===== src/rtl/intdst_pkg.sv =====
// Shared interrupt package: destination-endpoint state encoding and a
// constant-foldable ceiling-log2 helper.
package intdst_pkg;

    typedef enum logic [1:0] {
        INTDST_IDLE  = 2'd0,
        INTDST_PEND  = 2'd1,
        INTDST_SVC   = 2'd2,
        INTDST_DRAIN = 2'd3
    } intdst_state_e;

    function automatic int clog2(input int value);
        int result;
        int rem;
        result = 0;
        rem    = value - 1;
        while (rem > 0) begin
            result = result + 1;
            rem    = rem >> 1;
        end
        return result;
    endfunction

endpackage


===== src/rtl/intdst_satcnt.sv =====
// Generic saturating up-counter with synchronous clear; holds at MAX.
module intdst_satcnt #(
    parameter int             W   = 4,
    parameter logic [W-1:0]   MAX = '1
) (
    input  logic         i_clk,
    input  logic         i_rst_n,
    input  logic         i_clr,
    output logic [W-1:0] o_cnt
);

    logic [W-1:0] r_cnt;

    always_ff @(posedge i_clk) begin
        if (!i_rst_n) begin
            r_cnt <= '0;
        end else if (i_clr) begin
            r_cnt <= '0;
        end else if (r_cnt != MAX) begin
            r_cnt <= r_cnt + 1'b1;
        end
    end

    assign o_cnt = r_cnt;

endmodule


===== src/rtl/intdst.sv =====
// Per-core interrupt destination endpoint: takes the controller's request,
// drives the core irq, and follows intack/eoi through to completion.
//
// state | meaning
// IDLE  | no interrupt held; advertises ready/best to the dispatcher
// PEND  | request latched; irq to core gated by core_inten_i
// SVC   | core vectored into handler; waiting for return-from-interrupt
// DRAIN | handler returned but controller request still high
module intdst
    import intdst_pkg::*;
#(
    parameter int BESTDLY   = 8,
    parameter int ARCHBITSZ = 32
) (
    input  logic                 clk_i,
    input  logic                 rst_ni,
    input  logic                 intrqst_i,
    output logic                 intrdy_o,
    output logic                 intbest_o,
    input  logic                 core_inten_i,
    input  logic                 core_halted_i,
    output logic                 core_irq_o,
    input  logic                 core_intack_i,
    input  logic                 core_eoi_i,
    output logic [ARCHBITSZ-1:0] intcnt_o
);

    localparam int             BW       = clog2(BESTDLY + 1);
    localparam logic [BW-1:0]  BEST_MAX = BW'(BESTDLY);

    intdst_state_e          r_state;
    intdst_state_e          w_state_nxt;
    logic                   w_irq;
    logic                   w_done;
    logic                   w_best_clr;
    logic [BW-1:0]          w_best_cnt;
    logic                   r_intrdy;
    logic                   r_intbest;
    logic [ARCHBITSZ-1:0]   r_intcnt;

    always_comb begin
        w_state_nxt = r_state;
        w_irq       = 1'b0;
        w_done      = 1'b0;
        unique case (r_state)
            INTDST_IDLE: begin
                if (intrqst_i) w_state_nxt = INTDST_PEND;
            end
            INTDST_PEND: begin
                // Request stays latched while masked; only a visible irq can be acked.
                w_irq = core_inten_i;
                if (core_inten_i && core_intack_i) w_state_nxt = INTDST_SVC;
            end
            INTDST_SVC: begin
                if (core_eoi_i) begin
                    if (intrqst_i) begin
                        w_state_nxt = INTDST_DRAIN;
                    end else begin
                        w_state_nxt = INTDST_IDLE;
                        w_done      = 1'b1;
                    end
                end
            end
            INTDST_DRAIN: begin
                if (!intrqst_i) begin
                    w_state_nxt = INTDST_IDLE;
                    w_done      = 1'b1;
                end
            end
            default: w_state_nxt = INTDST_IDLE;
        endcase
    end

    assign w_best_clr = !core_halted_i || (r_state != INTDST_IDLE);

    intdst_satcnt #(
        .W   (BW),
        .MAX (BEST_MAX)
    ) u_best_cnt (
        .i_clk   (clk_i),
        .i_rst_n (rst_ni),
        .i_clr   (w_best_clr),
        .o_cnt   (w_best_cnt)
    );

    // Best is qualified with live halted and next state so it drops one edge
    // after either halted falls or a request is accepted.
    always_ff @(posedge clk_i) begin
        if (!rst_ni) begin
            r_state   <= INTDST_IDLE;
            r_intrdy  <= 1'b0;
            r_intbest <= 1'b0;
            r_intcnt  <= '0;
        end else begin
            r_state   <= w_state_nxt;
            r_intrdy  <= (w_state_nxt == INTDST_IDLE) && core_inten_i && !intrqst_i;
            r_intbest <= (w_best_cnt == BEST_MAX) && core_halted_i &&
                         (w_state_nxt == INTDST_IDLE);
            if (w_done) r_intcnt <= r_intcnt + 1'b1;
        end
    end

    assign intrdy_o   = r_intrdy;
    assign intbest_o  = r_intbest;
    assign core_irq_o = w_irq;
    assign intcnt_o   = r_intcnt;

endmodule


===== config.mk =====
export PLATFORM = sky130hd
export DESIGN_NAME = intdst
export DESIGN_NICKNAME = d
export VERILOG_FILES = /design/src/rtl/intdst_pkg.sv /design/src/rtl/intdst_satcnt.sv /design/src/rtl/intdst.sv
export SDC_FILE = /design/constraint.sdc
export NUM_CORES = 1
export LEC_CHECK = 0
export BUFFER_PORTS_ARGS = -buffer_cell sky130_fd_sc_hd__buf_2
export CORE_MARGIN = 2
export CORE_UTILIZATION = 30
export CTS_CLUSTER_DIAMETER = 80
export DETAILED_ROUTE_END_ITERATION = 10
export PLACE_DENSITY = 0.5
export SETUP_SLACK_MARGIN = 0.3
export SKIP_CTS_REPAIR_TIMING = 1
export SLEW_MARGIN = 10
export SYNTH_ARGS = -nofsm -noshare
export SYNTH_HDL_FRONTEND = slang
export SYNTH_SLANG_ARGS = --single-unit

===== constraint.sdc =====
create_clock -name clk_i -period 2.2 [get_ports clk_i]
set_input_delay 0.22 -clock clk_i [delete_from_list [all_inputs] [get_ports clk_i]]
set_output_delay 0.22 -clock clk_i [all_outputs]
set_load 0.005 [all_outputs]

==> flow_summary.ini <==
[outcome]
status = completed

[synth]
synth.distinct_cells = 37
synth_seq_area_share_pct = 40.1
yosysWarnings = 0
synth_seq_cells = 40
syn-num-nets = 242
postSynthCellCount = 232
synth_area_sq_mm = 0.00200
synth.avg_cell_area_sq_um = 8.62

[critical_path]
cpLargestDelayFamily = simple AND/OR/NAND/NOR gates
cp_cell_sequence = and4_1, nand4_2, or4_1, a21oi_1
endpoint_kind = flip-flop
r2r_cells = 4
crit_path_max_fanout = 8
worstPathRequired_ps = 2420
max_stage_delay_ps = 520
arrival_ps = 1950
crit_cells = 4
crit_buf_inv = 0
crit_slowest_cell = or4_1
crit_type = reg -> reg
startpoint_type = flip-flop

[placement]
dp_cells = 341
dp_hpwl_mm = 3.18
io_buffers = 41
place_congestion = 0.749
pre_cts_slack_ps = 397
dpl_cell_area_sq_mm = 0.00227

[sta]
timing.fmax_ghz = 0.578
rsz0062_at_grt = true
finalHoldViolCount = 0
setup_viol = 0
finalSetupTns_ps = 0
holdWs_ps = 194
period_share_pct = 78.7
skew_ps = 7.13
worst_pin_slew_ps = 490
min_period_ps = 1730
slew-limit-headroom_pct = 66.5
finalWorstSetupSlack_ps = 469
drv_slew = 0

[clock_tree]
htreeDepth = 2
numCtsBuffers = 5
cts-root-buf = clkbuf_8
insertion_delay_ps = 290
cts_sinks = 40
clock_path_buffers = 2
clk_pin_slew_ps = 80
cts_tree = yes

[floorplan]
core_area_sq_mm = 0.00639
rows = 29
die_w_um = 85.6
die_h_um = 85.6
die_area_sq_mm = 0.00733
ioPinCount = 42
start_util_pct = 31.3

[power]
power.switching_mw = 0.291
sw_frac_of_total_pct = 23.2
p_leak_nw = 0.904
internal_power_mw = 0.964
pwr-share-comb_pct = 4.4
ir_worst_vdd_mv = 0.299
power.density_mw_per_mm2 = 532
power_mw = 1.26
p_seq_share_pct = 58.4
clkPwrFrac_pct = 37.1

[final_layout]
layout-drive-gt1-share_pct = 21.4
final_util_pct = 36.9
nFillCells = 684
diodes = 0
layout.cells.non_filler = 348
final_net_count = 281
final_cell_mix = buf_2 (41), dfxtp_1 (40), nand2_1 (27), nand2b_1 (17), mux2i_1 (13)
syn2layout_area_growth_pct = 18.0
fin_area_sq_mm = 0.00236
layout_commonest_cell = buf_2

[grt]
grt_first_pass_wirelength_mm = 7.72
grt_use_total_pct = 12.9
grt-ovfl-total = 0
grt_pass1_vias = 1649
grt_max_degree = 25
antenna_found_initial = 0

[routing]
first_pass_iters = 4
dr_total_vias = 1783
drc = 0
wl_per_cell_um = 13.1
ant_nets = 0
drtIter0Drc = 79
via_per_inst = 5.12
wirelength_mm = 4.56

[hold_path]
hold_path_class = in -> reg
hold_path_depth = 2

[flow_run]
maxCapViolCount = 0
## path summary, 6_finish.rpt
kind	slack, ps	end	from
worst max-delay path	470	intcnt_o[23]	intcnt_o[15]
worst min-delay path	190	intbest_o	core_halted_i
worst max register to register	470	intcnt_o[23]	intcnt_o[15]
worst min register to register	470	intcnt_o[31]	intcnt_o[31]
## layer usage
| metal | global-route usage [%] | wire, um | up-vias |
|---|---|---|---|
| met5 | 0 | 0 | - |
| met1 | 17.1 | 2230 | 822 |
| li1 | - | - | 919 |
| met3 | 3.95 | 251 | 5 |
| met2 | 20.1 | 2050 | 37 |
| met4 | 3.90 | 34 | 0 |
## layout make-up
type	count	area, sq um	area share, %
Sequential cell	40	801	34.0
Clock buffer	6	72.6	3.08
Multi-Input combinational cell	171	1120	47.4
Tap cell	77	96.3	4.08
Timing Repair Buffer	45	235	9.97
Inverter	8	30.0	1.27
Clock inverter	1	5.00	0.212
## power by group through the flow
stage	Sequential (mW)	Clock (mW)	Combinational, mW
final	0.733	0.466	0.0555
after global routing	0.734	0.512	0.0647
after CTS	0.733	0.487	0.0564
after detailed placement	0.750	0	0.0559
after global placement	0.750	0	0.0552
after floorplan	0.748	0	0.0411
## logic make-up after synthesis
| group | after synthesis | synth area share (%) |
|---|---|---|
| DFF | 40 | 40.1 |
| muxes | 14 | 7.07 |
| buffers and inverters | 21 | 4.69 |
| AOI/OAI and AO/OA | 32 | 10.8 |
| and+or+nand+nor | 115 | 32.5 |
| xor gates and xnor gates | 7 | 3.07 |
| adders and majority gates | 3 | 1.88 |
## cell usage after synthesis
cell type	n	share of area, %
nor4_1	12	3.8
and3_1	4	1.3
clkbuf_1	7	1.3
dfxtp_1	40	40
buf_4	1	0.38
a2111oi_0	2	0.88
o311ai_0	4	1.8
o21ba_2	1	0.50
xor2_1	4	1.8
buf_1	1	0.19
a21oi_1	11	2.8
nor4b_1	1	0.44
inv_1	8	1.5
nand2_1	27	5.1
o41ai_1	4	1.8
and4_4	1	0.56
nand4_2	1	0.63
mux2_2	1	0.56
nor2b_1	2	0.63
ha_1	3	1.9
nand3_2	1	0.50
or3_1	4	1.3
nand2_2	1	0.31
and2_1	4	1.3
buf_2	3	0.75
and4_1	6	2.6
o21ai_0	5	1.3
nor2_1	12	2.3
xnor2_1	3	1.3
nand2b_1	17	5.3
nand4_1	4	1.3
nand3_1	12	3.0
mux2i_1	13	6.5
and4b_1	1	0.50
buf_6	1	0.56
or4_1	5	1.9
o31ai_1	5	1.9
## sequential cells by signal, indices dropped and copies added, names as in the netlist
signal            count
intcnt_o             32
u_best_cnt.o_cnt      4
r_state               2
intbest_o             1
intrdy_o              1
## worst reg2reg max path: stages (launching register included)
cell,delay [ps]
dfxtp_1,430
and4_1,310
nand4_2,250
or4_1,530
a21oi_1,140
No activity file was read; power rests on OpenSTA's default activity.
